**src/rtl/rv_pkg.sv**
```systemverilog
// Shared constants and helpers for the ready/valid skid FIFO.
package rv_pkg;

   localparam int DEF_DATA_W = 8;
   localparam int DEF_DEPTH  = 4;

   // Occupancy counter width: must hold 0..depth inclusive.
   function automatic int cnt_w(input int depth);
      return $clog2(depth) + 1;
   endfunction

endpackage

```
**src/rtl/rv_fifo_mem.sv**
```systemverilog
// DEPTH x DATA_W register file: one synchronous write port, one asynchronous read port.
module rv_fifo_mem
   import rv_pkg::*;
#(
   parameter int DATA_W = DEF_DATA_W,
   parameter int DEPTH  = DEF_DEPTH,
   parameter int ADDR_W = $clog2(DEPTH)
) (
   input  logic              clk,
   input  logic              we,
   input  logic [ADDR_W-1:0] waddr,
   input  logic [DATA_W-1:0] wdata,
   input  logic [ADDR_W-1:0] raddr,
   output logic [DATA_W-1:0] rdata
);

   logic [DATA_W-1:0] mem [DEPTH];

   // Write the addressed entry on each enabled rising edge.
   // NOTE: storage is deliberately left out of reset; the control logic guarantees
   // no entry is read before it is written, and state updates use non-blocking <=.
   always_ff @(posedge clk) begin
      if (we) begin
         mem[waddr] <= wdata;
      end
   end

   assign rdata = mem[raddr];

endmodule

```
**src/rtl/rv_skid_fifo.sv**
```systemverilog
// Ready/valid FIFO with registered in_ready, no input-to-output bypass, synchronous
// flush and a sticky monitor for upstream payload changes while stalled.
module rv_skid_fifo
   import rv_pkg::*;
#(
   parameter int DATA_W = DEF_DATA_W,
   parameter int DEPTH  = DEF_DEPTH,
   parameter int CNT_W  = cnt_w(DEPTH)
) (
   input  logic              clk,
   input  logic              rst_n,
   input  logic              flush_i,
   input  logic              in_valid_i,
   input  logic [DATA_W-1:0] in_data_i,
   output logic              in_ready_o,
   output logic              out_valid_o,
   output logic [DATA_W-1:0] out_data_o,
   input  logic              out_ready_i,
   output logic [CNT_W-1:0]  count_o,
   output logic              overflow_o
);

   localparam int               PTR_W    = $clog2(DEPTH);
   localparam logic [CNT_W-1:0] FULL_CNT = CNT_W'(DEPTH);

   logic [PTR_W-1:0]  wr_ptr_q;
   logic [PTR_W-1:0]  rd_ptr_q;
   logic [CNT_W-1:0]  count_q;
   logic [CNT_W-1:0]  count_nxt;
   logic              ready_q;
   logic              push;
   logic              pop;
   logic              stall;
   logic              stall_q;
   logic [DATA_W-1:0] prev_data_q;
   logic              overflow_q;

   // Handshakes use only registered ready/occupancy, so out_ready_i never reaches in_ready_o.
   assign push        = in_valid_i & ready_q;
   assign out_valid_o = (count_q != '0);
   assign pop         = out_valid_o & out_ready_i;
   assign stall       = in_valid_i & ~ready_q;

   // Next occupancy: flush wins, otherwise increment on push and decrement on pop.
   // NOTE: every always_comb output gets a default first so no latch is inferred.
   always_comb begin
      count_nxt = count_q;
      if (flush_i) begin
         count_nxt = '0;
      end else if (push && !pop) begin
         count_nxt = count_q + CNT_W'(1);
      end else if (pop && !push) begin
         count_nxt = count_q - CNT_W'(1);
      end
   end

   // Pointers, occupancy and the registered ready flag (low while in reset).
   always_ff @(posedge clk or negedge rst_n) begin
      if (!rst_n) begin
         wr_ptr_q <= '0;
         rd_ptr_q <= '0;
         count_q  <= '0;
         ready_q  <= 1'b0;
      end else begin
         count_q <= count_nxt;
         ready_q <= (count_nxt != FULL_CNT);
         if (flush_i) begin
            wr_ptr_q <= '0;
            rd_ptr_q <= '0;
         end else begin
            if (push) begin
               wr_ptr_q <= wr_ptr_q + PTR_W'(1);
            end
            if (pop) begin
               rd_ptr_q <= rd_ptr_q + PTR_W'(1);
            end
         end
      end
   end

   // Sticky flag: payload changed on a beat that was already stalled last cycle.
   always_ff @(posedge clk or negedge rst_n) begin
      if (!rst_n) begin
         stall_q     <= 1'b0;
         prev_data_q <= '0;
         overflow_q  <= 1'b0;
      end else begin
         stall_q     <= stall;
         prev_data_q <= in_data_i;
         if (flush_i) begin
            overflow_q <= 1'b0;
         end else if (stall && stall_q && (in_data_i != prev_data_q)) begin
            overflow_q <= 1'b1;
         end
      end
   end

   rv_fifo_mem #(
      .DATA_W (DATA_W),
      .DEPTH  (DEPTH),
      .ADDR_W (PTR_W)
   ) u_mem (
      .clk   (clk),
      .we    (push & ~flush_i),
      .waddr (wr_ptr_q),
      .wdata (in_data_i),
      .raddr (rd_ptr_q),
      .rdata (out_data_o)
   );

   assign in_ready_o = ready_q;
   assign count_o    = count_q;
   assign overflow_o = overflow_q;

endmodule

```
**config.mk**
```make
export PLATFORM = sky130hd
export DESIGN_NAME = rv_skid_fifo
export DESIGN_NICKNAME = d
export VERILOG_FILES = /design/src/rtl/rv_pkg.sv /design/src/rtl/rv_fifo_mem.sv /design/src/rtl/rv_skid_fifo.sv
export SDC_FILE = /design/constraint.sdc
export NUM_CORES = 1
export LEC_CHECK = 0
export CAP_MARGIN = 5
export CORE_AREA = 2 2 61 63
export CTS_BUF_LIST = sky130_fd_sc_hd__clkbuf_4
export DETAILED_ROUTE_END_ITERATION = 10
export DIE_AREA = 0 0 63 65
export PLACE_DENSITY = 0.87
export REMOVE_ABC_BUFFERS = 1
export SYNTH_ARGS = -nofsm -noshare
export SYNTH_HDL_FRONTEND = slang
export SYNTH_SLANG_ARGS = --single-unit
```
**constraint.sdc**
```tcl
create_clock -name clk -period 3.1 [get_ports clk]
set_clock_uncertainty 0.2 [all_clocks]
set_input_delay 0.62 -clock clk [delete_from_list [all_inputs] [get_ports clk]]
set_output_delay 0.62 -clock clk [all_outputs]
set_load 0.02 [all_outputs]
```
==> run_results.csv, run 1 <==
group,metric,value,unit
sta,fmax,0.343,GHz
routing,drc,0,
sta,hold_viol_final,0,
critical_path,crit_arrival,2.10,ns
synth,ys_dominant_reg_cell,"edfxtp_1",
clock_network,clock_latency,0.36,ns
layout,syn_to_final_growth,21.4,%
die,die_area,4100,um2
place,io_buffers,26,
routing,drt_wl_total,3470,um
sta,rsz0062_at_grt,"false",
synth,netlist_top_cells_area,"edfxtp_1 47%, dfrtp_1 22%, mux4_2 8.8%",
synth,syn-mean-instance-area,17.4,um2
place,dpl.hpwl,2490,um
clock_network,clock_sinks,50,
routing,drtIter0Drc,39,
clock_network,cts.clk_slew.worst_paths,0.13,ns
sta,max_slew.worst_pin.slew,0.821,ns
sta,setup_tns,0,ns
run_status,run_status,"complete, no violations",
place,dpl_worst_slack,0.561,ns
synth,synth_cells,118,
clock_network,clockBufferDepth,2,
clock_network,h-tree-depth,2,
sta,setup_violations,0,
power_and_ir_drop,peakVddDrop,526,uV
routing,viasPerCell,5.28,
die,initial_core_util,58.7,%
routing,first_pass_iters,4,
critical_path,critPathMaxStageDelay,0.55,ns
critical_path,crit_slowest_cell,"clkdlybuf4s50_1",
routing,dr_total_vias,1077,
grt,track_usage,20.1,%
layout,n_antenna_cell,0,
sta,post-route-period-util,94.1,%
critical_path,crit_buf_inv,2,
synth,synth_edf_count,32,
critical_path,end_kind,"output pin",
grt,grt_start_max_net_pins,19,
die,die_h,65,um
layout,final_nets,175,
grt,antenna_found_initial,0,
critical_path,crit_required,2.28,ns
power_and_ir_drop,power.leakage,0.922,nW
synth,yosysTopAreaCell,"edfxtp_1",
synth,synth_commonest_cells,"32 x edfxtp_1, 18 x dfrtp_1, 9 x xor2_1",
synth,synth.cell_area,2050,um2
die,die_x,63,um
critical_path,cp-start-kind,"flop",
grt,grt_first_pass_wirelength,5950,um
die,core_area,3500,um2
sta,worst_slack,0.184,ns
place,finalWeightedCongestion,0.736,
clock_network,cts-resized-gates,0,
place,place_area,2410,um2
clock_network,cts_tree,"yes",
synth,yosysMostFrequentCell,"edfxtp_1",
worst_hold_path,hold_class,"flop to flop",
sta,post-route-min-period,2.92,ns
power_and_ir_drop,power.density,740,nW/um2
sta,relSlewSlack,45.1,%
critical_path,critical_path_class,"flop to output pin",
die,row_count,22,
die,num_io_pins,27,
routing,ant_nets,0,
clock_network,clockRootBuffer,"clkbuf_4",
synth,synthDominantCellAreaShare,46.9,%
synth,yosysWarnings,0,
critical_path,path_cells,"buf_4 > mux4_2 > clkdlybuf4s50_1",
layout,drive_gt1_share,21.2,%
synth,ys_async_sr_fraction,36.0,%
routing,wl_per_cell,17.0,um
synth,ys_seq_area_share,68.8,%
sta,slew_viol_final,0,
grt,first_global_vias,1199,
critical_path,crit_family,"buffers and inverters",
clock_network,cts_hold_buf,0,
synth,synth.distinct_cells,28,
synth,synth-seq-cells,50,
flow_run,drv_cap,0,
clock_network,postCtsSetupRepairBufs,0,
critical_path,worst-path-max-fanout,7,
grt,grt-ovfl-total,0,
clock_network,cts_buffers,5,
layout,fin_area,2490,um2
[worst min-delay path: stages (launching register included)]
cell and delay, ns:
dfrtp_1 0.37, a31oi_1 0.05, nor2_1 0.07
[cells in the final DEF (no fill, tap or decap), types with 2 or more instances in the layout]
cell type | Yosys | final
edfxtp_1 | 32 | 32
clkdlybuf4s50_1 | 0 | 26
xor2_1 | 9 | 9
nor2_1 | 7 | 7
nor4_1 | 2 | 2
mux4_2 | 8 | 8
nor3b_1 | 4 | 4
buf_4 | 0 | 7
nand2_1 | 4 | 4
ha_1 | 7 | 7
clkbuf_4 | 0 | 6
inv_2 | 3 | 3
inv_1 | 2 | 2
xnor2_1 | 4 | 4
nor2b_1 | 2 | 2
dfrtp_1 | 18 | 18
[worst paths after layout]
kind,startpoint,endpoint,slack [ns],cells after the start
worst max-delay path,rd_ptr_q[0]$_DFFE_PN0P_,out_data_o[7],0.18,3
worst min-delay path,overflow_o$_DFFE_PN0P_,overflow_o$_DFFE_PN0P_,0.32,2
worst max register to register,count_o[1]$_DFF_PN0_,in_ready_o$_DFF_PN0_,1.16,7
worst min register to register,overflow_o$_DFFE_PN0P_,overflow_o$_DFFE_PN0P_,0.32,2
max in group asynchronous,rst_n,wr_ptr_q[0]$_DFFE_PN0P_,1.67,1
min in group asynchronous,rst_n,prev_data_q[2]$_DFF_PN0_,0.52,1
[stage by stage]
| stage | util (%) | hold slack (ns) | std cells | power, W |
|---|---|---|---|---|
| 2_1_floorplan | - | 0.124 | 115 | 0.00124 |
| 3_3_place_gp | 68.9 | 0.289 | 196 | 0.00147 |
| 3_5_place_dp | 68.9 | 0.299 | 196 | 0.00149 |
| 4_1_cts | 71.2 | 0.331 | 204 | 0.00186 |
| 5_1_grt | 71.2 | 0.354 | 204 | 0.00194 |
| 6_report | 71.2 | 0.322 | 204 | 0.00184 |
[where the power goes]
part / internal (W) / switching, W
logic: 0.000339 / 0.000309
registers: 0.000774 / 0.0000548
clock network: 0.000177 / 0.000189
[final cells by class]
| type | instances | area [um2] |
|---|---|---|
| clock buffer | 6 | 45.0 |
| clock inverter | 2 | 33.8 |
| fill | 263 | 1010 |
| inverter | 5 | 18.8 |
| multi-input combinational | 60 | 607 |
| sequential | 50 | 1410 |
| tap | 48 | 60.1 |
| timing repair buffer | 33 | 313 |
[flip-flops by register name (all words and copies together) (netlist names)]
name and count:
u_mem.mem 32, prev_data_q 8, wr_ptr_q 2, in_ready_o 1, rd_ptr_q 2, overflow_o 1
stall_q 1, count_o 3
[cell families (layout without fill, tap and decap cells)]
group | Yosys count | in the layout | share of synthesized area [%]
simple gates | 25 | 25 | 7.57
xor+xnor | 13 | 13 | 5.55
buf+inv | 8 | 46 | 1.59
fa+ha+maj | 9 | 9 | 5.31
mux | 10 | 10 | 10.0
flops | 50 | 50 | 68.8
compound gates | 3 | 3 | 1.16
[routing by layer]
layer / track usage, % / up-vias / wire length (um)
met5: 0 / - / 0
li1: - / 506 / -
met4: 10.8 / 0 / 76
met1: 25.7 / 539 / 1540
met3: 3.99 / 7 / 101
met2: 32.8 / 25 / 1750
Power figures use the tool's default switching activity.
==> inputs of run 2 (changes only) <==
--- a/config.mk
+++ b/config.mk
@@ -10,8 +10,9 @@
 export CTS_BUF_LIST = sky130_fd_sc_hd__clkbuf_4
 export DETAILED_ROUTE_END_ITERATION = 10
 export DIE_AREA = 0 0 63 65
-export PLACE_DENSITY = 0.87
+export PLACE_DENSITY = 0.92
 export REMOVE_ABC_BUFFERS = 1
+export SETUP_SLACK_MARGIN = 0.4
 export SYNTH_ARGS = -nofsm -noshare
 export SYNTH_HDL_FRONTEND = slang
 export SYNTH_SLANG_ARGS = --single-unit
==> run 2 against run 1 <==
Utilization is 1.3 points lower. Via count grew 0.46%. Power shrank 6.5%. Flip-flop and latch count unchanged. Count of clock-buffer cells in the layout is 1 lower. Non-clock buffer count down 2. Combinational power down 3.1%. Sequential share of layout area up 1.1 points. Clock power is 25% lower. Register-to-register slack better by 0.06 ns. Wire length is 4.3% lower. Critical path depth up 1. Critical path type unchanged. Highest routed layer unchanged.
==> run_results.csv, run 2 (synthesis gave the netlist of run 1 again) <==
group,metric,value,unit
sta,post-route-period-util,83.3,%
worst_hold_path,hold_class,"flop to flop",
place,place_area,2390,um2
critical_path,crit_required,2.28,ns
sta,hold_viol_final,0,
layout,fin_area,2440,um2
routing,drt_wl_total,3320,um
grt,grt-ovfl-total,0,
routing,viasPerCell,5.36,
sta,setup_tns,0,ns
place,io_buffers,26,
routing,wl_per_cell,16.4,um
routing,ant_nets,0,
die,row_count,22,
flow_run,drv_cap,0,
die,die_h,65,um
layout,seqCellArea,1410,um2
critical_path,crit_buf_inv,2,
sta,setup_violations,0,
critical_path,end_kind,"output pin",
clock_network,cts_buffers,5,
power_and_ir_drop,power.density,705,nW/um2
layout,final_nets,173,
critical_path,critical_path_class,"flop to output pin",
die,core_area,3500,um2
grt,antenna_found_initial,0,
power_and_ir_drop,power,0.00172,W
grt,grt_util_met3,5.21,%
die,die_area,4100,um2
routing,drtIter0Drc,35,
power_and_ir_drop,power.leakage,0.906,nW
sta,post-route-min-period,2.58,ns
layout,final_common_cell,"edfxtp_1",
place,dpl_worst_slack,0.649,ns
sta,rsz0062_at_grt,"false",
critical_path,crit_arrival,1.76,ns
routing,dr_total_vias,1082,
clock_network,clock_sinks,50,
clock_network,h-tree-depth,2,
clock_network,clockBufferDepth,2,
sta,slew_viol_final,0,
die,initial_core_util,58.7,%
layout,fillers,235,
clock_network,cts_tree,"yes",
layout,largest-register,"u_mem.mem",
grt,met1_usage,24.9,%
layout,n_antenna_cell,0,
critical_path,critPathMaxStageDelay,0.60,ns
critical_path,crit_family,"buffers and inverters",
routing,drc,0,
clock_network,clockRootBuffer,"clkbuf_4",
clock_network,clock_latency,0.36,ns
layout,multiInputGateArea,607,um2
die,die_x,63,um
clock_network,postCtsSetupRepairBufs,0,
critical_path,worst-path-max-fanout,4,
layout,syn_to_final_growth,19.2,%
grt,grt_first_pass_wirelength,5800,um
layout,drive_gt1_share,20.8,%
run_status,run_status,"complete, no violations",
routing,first_pass_iters,4,
clock_network,cts_hold_buf,0,
power_and_ir_drop,peakVddDrop,521,uV
grt,use_met2,31.3,%
sta,fmax,0.387,GHz
layout,largest_reg_flops,32,
sta,worst_slack,0.517,ns
sta,relSlewSlack,46.6,%
sta,max_slew.worst_pin.slew,0.798,ns
critical_path,path_cells,"inv_2 > ha_1 > nand2b_4 > clkdlybuf4s50_1",
grt,track_usage,19.3,%
place,dpl.hpwl,2350,um
grt,grt_start_max_net_pins,19,
die,num_io_pins,27,
grt,first_global_vias,1180,
clock_network,cts.clk_slew.worst_paths,0.13,ns
place,finalWeightedCongestion,0.761,
critical_path,crit_slowest_cell,"clkdlybuf4s50_1",
critical_path,cp-start-kind,"flop",
grt,busiest_layer,"met2",
layout,mostFrequentLayoutCells,"32 x edfxtp_1, 18 x clkdlybuf4s50_1, 17 x dfrtp_1",
## run 2: cell types whose count changed in the layout (fill, tap and decap cells not counted), sizes merged
cell | previous run | this run
clkinv | 1 | 2
dlygate4sd2 | 0 | 8
buf | 7 | 5
clkbuf | 6 | 5
bufinv | 1 | 0
clkinvlp | 0 | 1
clkdlybuf4s50 | 26 | 18
## run 2: timing repair
| item | 4_1_cts | 5_1_grt |
|---|---|---|
| gates cloned | 0 | 0 |
| gates resized for setup | 8 | 2 |
| setup endpoints to repair | 8 | 8 |
## run 2: layer usage
metal	wire length [um]	share of wire, %
met1	1500	45
met2	1630	49
met3	109	3.3
met4	76	2.3
met5	0	0
## run 2: worst reg2reg max path: cells and delay by family, from the launching register on
kind | cells | cell delay [ns]
mux | 1 | 0.19
buf+inv | 1 | 0.09
flops | 1 | 0.46
fa+ha+maj | 2 | 0.48
simple gates | 3 | 0.36
## run 2: cell type report
type                       instances  area share, %
inverter                           5          0.768
tap                               48           2.46
timing repair buffer              31           11.9
multi-input combinational         60           24.8
clock inverter                     3          0.666
clock buffer                       5           1.54
sequential                        50           57.8
## run 2: per-stage QoR
step	hold WS [ns]	std cells	util, %
floorplan	0.124	115	-
global placement	0.280	194	68.5
CTS	0.314	202	69.8
finish	0.316	202	69.9
detailed placement	0.282	194	68.5
global route	0.342	202	69.9
## run 2: power by group
group	total, W	switching [W]	internal, W
logic	0.000627	0.000316	0.000311
clock network	0.000274	0.000190	0.0000846
registers	0.000821	0.0000463	0.000775
total	0.00172	0.000552	0.00117
## run 2: worst paths after layout
path	startpoint	end	slack (ns)	depth (start not counted)
max	count_o[0]$_DFF_PN0_	out_valid_o	0.52	4
min	stall_q$_DFF_PN0_	overflow_o$_DFFE_PN0P_	0.32	2
max reg2reg	count_o[1]$_DFF_PN0_	in_ready_o$_DFF_PN0_	1.22	7
min reg2reg	stall_q$_DFF_PN0_	overflow_o$_DFFE_PN0P_	0.32	2
max in group asynchronous	rst_n	count_o[1]$_DFF_PN0_	1.65	1
min in group asynchronous	rst_n	prev_data_q[3]$_DFF_PN0_	0.51	1
==> inputs of run 3 (changes only) <==
--- a/config.mk
+++ b/config.mk
@@ -6,11 +6,11 @@
 export NUM_CORES = 1
 export LEC_CHECK = 0
 export CAP_MARGIN = 5
-export CORE_AREA = 2 2 61 63
+export CORE_AREA = 2 2 64 66
 export CTS_BUF_LIST = sky130_fd_sc_hd__clkbuf_4
 export DETAILED_ROUTE_END_ITERATION = 10
-export DIE_AREA = 0 0 63 65
-export PLACE_DENSITY = 0.92
+export DIE_AREA = 0 0 66 68
+export PLACE_DENSITY = 0.85
 export REMOVE_ABC_BUFFERS = 1
 export SETUP_SLACK_MARGIN = 0.4
 export SYNTH_ARGS = -nofsm -noshare
==> constraint.sdc (replaced) <==
create_clock -name clk -period 2.45 [get_ports clk]
set_clock_uncertainty 0.2 [all_clocks]
set_input_delay 0.49 -clock clk [delete_from_list [all_inputs] [get_ports clk]]
set_output_delay 0.49 -clock clk [all_outputs]
set_load 0.02 [all_outputs]
==> run 3 against run 2 <==
Register-to-register slack got worse by 0.73 ns. Worst setup slack got worse by 0.32 ns. Die area grew 9.6%. Non-clock buffer count up 8. Power increased by 35%. Count of clock-buffer cells in the layout did not move. Wire length up 10%. Global-route usage decreased by 1.4 points. Critical path type unchanged. Largest power group unchanged.
==> run_results.csv, run 3 (synthesis gave the netlist of run 1 again) <==
group,metric,value,unit
run_status,run_status,"complete, no violations",
layout,n_antenna_cell,0,
die,die_x,66,um
layout,drive_gt1_share,30.2,%
sta,worst_slack,0.195,ns
routing,dr_total_vias,1100,
critical_path,worst-path-max-fanout,3,
power_and_ir_drop,peakVddDrop,654,uV
clock_network,cts_hold_buf,0,
power_and_ir_drop,power,0.00232,W
layout,largest_reg_flops,32,
critical_path,crit_required,1.76,ns
critical_path,path_cells,"buf_4 > mux4_2 > buf_2",
grt,grt-ovfl-total,0,
power_and_ir_drop,power.leakage,0.969,nW
clock_network,clock_latency,0.35,ns
sta,rsz0062_at_grt,"true",
place,place_area,2440,um2
routing,ant_nets,0,
place,io_buffers,26,
routing,drtIter0Drc,20,
die,initial_core_util,53.2,%
critical_path,crit_slowest_cell,"mux4_2",
die,core_area,3860,um2
layout,syn_to_final_growth,22.9,%
sta,hold_viol_final,0,
sta,setup_violations,0,
critical_path,end_kind,"output pin",
critical_path,crit_arrival,1.57,ns
critical_path,critPathMaxStageDelay,0.48,ns
place,finalWeightedCongestion,0.771,
place,dpl.hpwl,2550,um
routing,first_pass_iters,4,
sta,post-route-min-period,2.26,ns
layout,largest-register,"u_mem.mem",
clock_network,clockRootBuffer,"clkbuf_4",
die,die_h,68,um
grt,first_global_vias,1149,
critical_path,critical_path_class,"flop to output pin",
sta,post-route-period-util,92.0,%
grt,grt_first_pass_wirelength,5640,um
flow_run,drv_cap,0,
sta,max_slew.worst_pin.slew,0.435,ns
critical_path,cp-start-kind,"flop",
clock_network,clockBufferDepth,2,
clock_network,h-tree-depth,2,
die,die_area,4490,um2
grt,antenna_found_initial,0,
clock_network,clock_sinks,50,
sta,setup_tns,0,ns
layout,final_common_cell,"edfxtp_1",
clock_network,cts_buffers,5,
layout,final_nets,181,
grt,track_usage,17.9,%
layout,fin_area,2520,um2
die,num_io_pins,27,
clock_network,cts.clk_slew.worst_paths,0.14,ns
layout,mostFrequentLayoutCells,"32 x edfxtp_1, 18 x dfrtp_1, 13 x buf_4",
place,dpl_worst_slack,0.182,ns
clock_network,cts_tree,"yes",
sta,slew_viol_final,0,
die,row_count,23,
routing,viasPerCell,5.19,
grt,grt_start_max_net_pins,19,
power_and_ir_drop,power.density,919,nW/um2
routing,wl_per_cell,17.2,um
routing,drc,0,
worst_hold_path,hold_class,"primary input to async pin",
sta,relSlewSlack,71.0,%
sta,fmax,0.443,GHz
routing,drt_wl_total,3660,um
run 3: cell types whose count changed in the layout (fill, tap and decap cells not counted), moves of 3 or more:
| cell | change |
|---|---|
| dlygate4sd2_1 | -3 |
| clkdlybuf4s50_1 | -6 |
| buf_6 | +6 |
| buf_4 | +9 |
run 3: worst max-delay path, delay by kind of cell, from the launching register on:
family                 cells  cell delay, ns
muxes                      1            0.48
DFF                        1            0.41
buffers and inverters      2            0.32
run 3: report_power, final:
part | internal (W) | switching (W) | total, W
Clock | 0.000107 | 0.000247 | 0.000354
Sequential | 0.000979 | 0.0000588 | 0.00104
Combinational | 0.000484 | 0.000442 | 0.000926
run 3: worst paths after layout:
kind | startpoint | to | slack (ns) | cells past startpoint
max in group asynchronous | rst_n | wr_ptr_q[0]$_DFFE_PN0P_ | 1.61 | 2
setup reg to reg | count_o[1]$_DFF_PN0_ | in_ready_o$_DFF_PN0_ | 0.49 | 7
setup / recovery | rd_ptr_q[0]$_DFFE_PN0P_ | out_data_o[0] | 0.19 | 3
hold reg to reg | stall_q$_DFF_PN0_ | overflow_o$_DFFE_PN0P_ | 0.30 | 2
hold / removal | rst_n | prev_data_q[5]$_DFF_PN0_ | 0.23 | 2
min in group clk | stall_q$_DFF_PN0_ | overflow_o$_DFFE_PN0P_ | 0.30 | 2
run 3: final cells by class:
class	count	area (um2)
fill	306	1340
multi-input combinational	60	609
timing repair buffer	39	365
clock buffer	5	37.5
sequential	50	1410
clock inverter	3	16.3
inverter	5	18.8
tap	50	62.6
run 3: timing repair:
item,CTS,global route
endpoints found under the hold margin,0,0
setup buffers,1,3
endpoints found under the setup margin,14,9
gates resized for setup,55,2
run 3: routing by layer:
metal / vias to the layer above / routed length (um) / track usage (%)
met5: - / 0 / 0
met4: 0 / 82 / 6.12
met3: 7 / 138 / 4.61
met2: 30 / 2000 / 33.3
met1: 551 / 1440 / 20.1
li1: 512 / - / -
run 3: per-stage QoR:
step | cells | hold WS [ns] | utilization, %
finish | 212 | 0.234 | 65.4
global placement | 200 | 0.274 | 63.3
detailed placement | 200 | 0.289 | 63.3
CTS | 209 | 0.238 | 64.7
floorplan | 115 | -0.00559 | -
global route | 212 | 0.253 | 65.4
==> RTL edit (settings of run 3) <==
The package constant `DEF_DATA_W` goes from 8 to 10.
--- a/src/rtl/rv_pkg.sv
+++ b/src/rtl/rv_pkg.sv
@@ -2,5 +2,5 @@
 package rv_pkg;
 
-   localparam int DEF_DATA_W = 8;
+   localparam int DEF_DATA_W = 10;
    localparam int DEF_DEPTH  = 4;
 
Interface: changed (resized in_data_i and out_data_o); port bits go from 27 to 31. No check against the original RTL was run, so the function may have changed too.
==> RTL edit against run 3 <==
Register-to-register slack better by 0.09 ns; sequential power is 18% higher; synthesized area is 18% higher; largest power group unchanged; sequential cell count is 10 higher; cell count is 14% higher; maximum frequency is 3.6% lower; routed wire length is 25% higher; largest cell class unchanged; critical path type unchanged; power is 38% higher; design area is 22% higher; worst setup slack worse by 0.085 ns; highest routed layer unchanged; first-iteration DRC count grew to 3.6 times the old value; via count is 19% higher; combinational power is 18% higher; global-route usage is 4.9 points higher.
==> RTL edit: results (changes against run 3) <==
- Status: complete, no violations
- Port-buffer cells: 30 (+15%)
- # fillers: 211 (-31%)
- WL met3: 251 microns (+82%)
- H-tree depth: 3 (+1)
- Fin cells: 241 (+14%)
- Max FFs per register: 40 (+25%)
- EDFF count, synth: 40 (+25%)
- Met2 wire len: 2.41 mm (+21%)
- Total CTS buffers: 9 (+4)
- Syn Area/Cell: 18.3 sq um (+5.0%)
- Clock Tree Root: clkbuf_4
- Asr flop ratio synth: 0.333 (-0.0267)
- # diodes: 0 (unchanged)
- Met1 Usage GRT: 0.261 (+0.0604)
- First-pass GRT wire length: 6.91 mm (+23%)
- Sequential share of power: 0.385 (-0.063)
- Worst Hold Slack: 0.233 ns (-0.000892 ns)
- Critical path arrival: 1.65 ns (+0.08 ns)
- Largest stage delay on the critical path: 0.56 ns (+0.08 ns)
- Crit Path Max Fanout: 7 (+4)
- Clock-pin slew on the worst setup and hold paths: 0.10 ns (-0.04 ns)
- Peak supply drop: 0.625 mV (-4.4%)
- P&R area growth vs syn: 28.0%
- Initial DRC count: 72 (+260%)
- Dpl cell area: 0.00283 sq mm (+16%)
- Pre-CTS WS: 0.173 ns (-0.00925 ns)
- Main area contributors after synthesis: edfxtp_1, dfrtp_1, mux4_2, xor2_1, ha_1
- Crit share post-route: 0.955 (+0.0347)
- Critical path startpoint: rd_ptr_q[0]
- Via count: 1308 (+19%)
- PostCTS Resize Cnt: 75 (+36%)
- Seq/Total Area, Yosys: 0.706 (+0.0179)
- Total track usage: 0.228 (+0.0485)
- Setup crit end: out_data_o[6]
- Netlist cell types: 30 (+7.1%)
- Detailed-route wire length per cell: 19.0 microns (+10%)
- Layout cell share with drive strength beyond 1: 0.335 (+0.0326)
- Largest net degree at the start of global routing: 21 (+2)
- Number of setup buffers added after CTS: 2 (+1)
- Combinational power: 1.09 mW (+18%)
- R2r setup slk: 0.58 ns (+0.09 ns)
- Vias in the first global route: 1398 (+22%)
- Worst hold path class: input port to asynchronous set/reset pin
- Int Power: 2.28 mW (+45%)
- DP Wirelength: 2.85 mm (+12%)
- Nets@finish: 208 (+15%)
- GR Util met3: 0.0658 (+0.0197)
- Clock latency on the worst-skew pair: 0.38 ns (+0.03 ns)
- Comb pwr share: 0.341 (-0.059)
- Static Leak: 1.20 nW (+24%)
- Met2 Resource Use GR: 0.381 (+0.0480)
- Slew @ Worst Pin: 0.351 ns (-0.0832 ns)
- Placer congestion estimate: 0.714 (-7.3%)
- Wl on met1: 1.76 mm (+22%)
- Placed cells: 219 (+9.5%)
- Post-synth top cells: edfxtp_1, dfrtp_1, xor2_1
RTL edit: cell types whose count changed in the layout (fill, tap and decap cells not counted), sizes merged, moves of 2 or more:
cell,delta
dfrtp,+2
clkdlybuf4s50,+2
buf,+5
edfxtp,+8
mux4,+2
bufinv,+3
xor2,+2
clkbuf,+6
RTL edit: cells by family (layout without fill, tap and decap cells):
family	after synthesis	in the layout	synth area share
XOR/XNOR	15	15	0.0545
AO/OA/AOI/OAI	4	4	0.0130
buffers and inverters	8	67	0.0145
adder cells (fa/ha/maj)	9	9	0.0452
AND/OR/NAND/NOR	24	24	0.0628
flip-flops	60	60	0.706
multiplexers	12	12	0.104
RTL edit: cell type report:
type                            instances  area share
Sequential cell                        60       0.552
Multi-Input combinational cell         64       0.222
Clock inverter                          5      0.0325
Inverter                                5     0.00609
Timing Repair Buffer                   46       0.140
Clock buffer                           11      0.0268
Tap cell                               50      0.0203
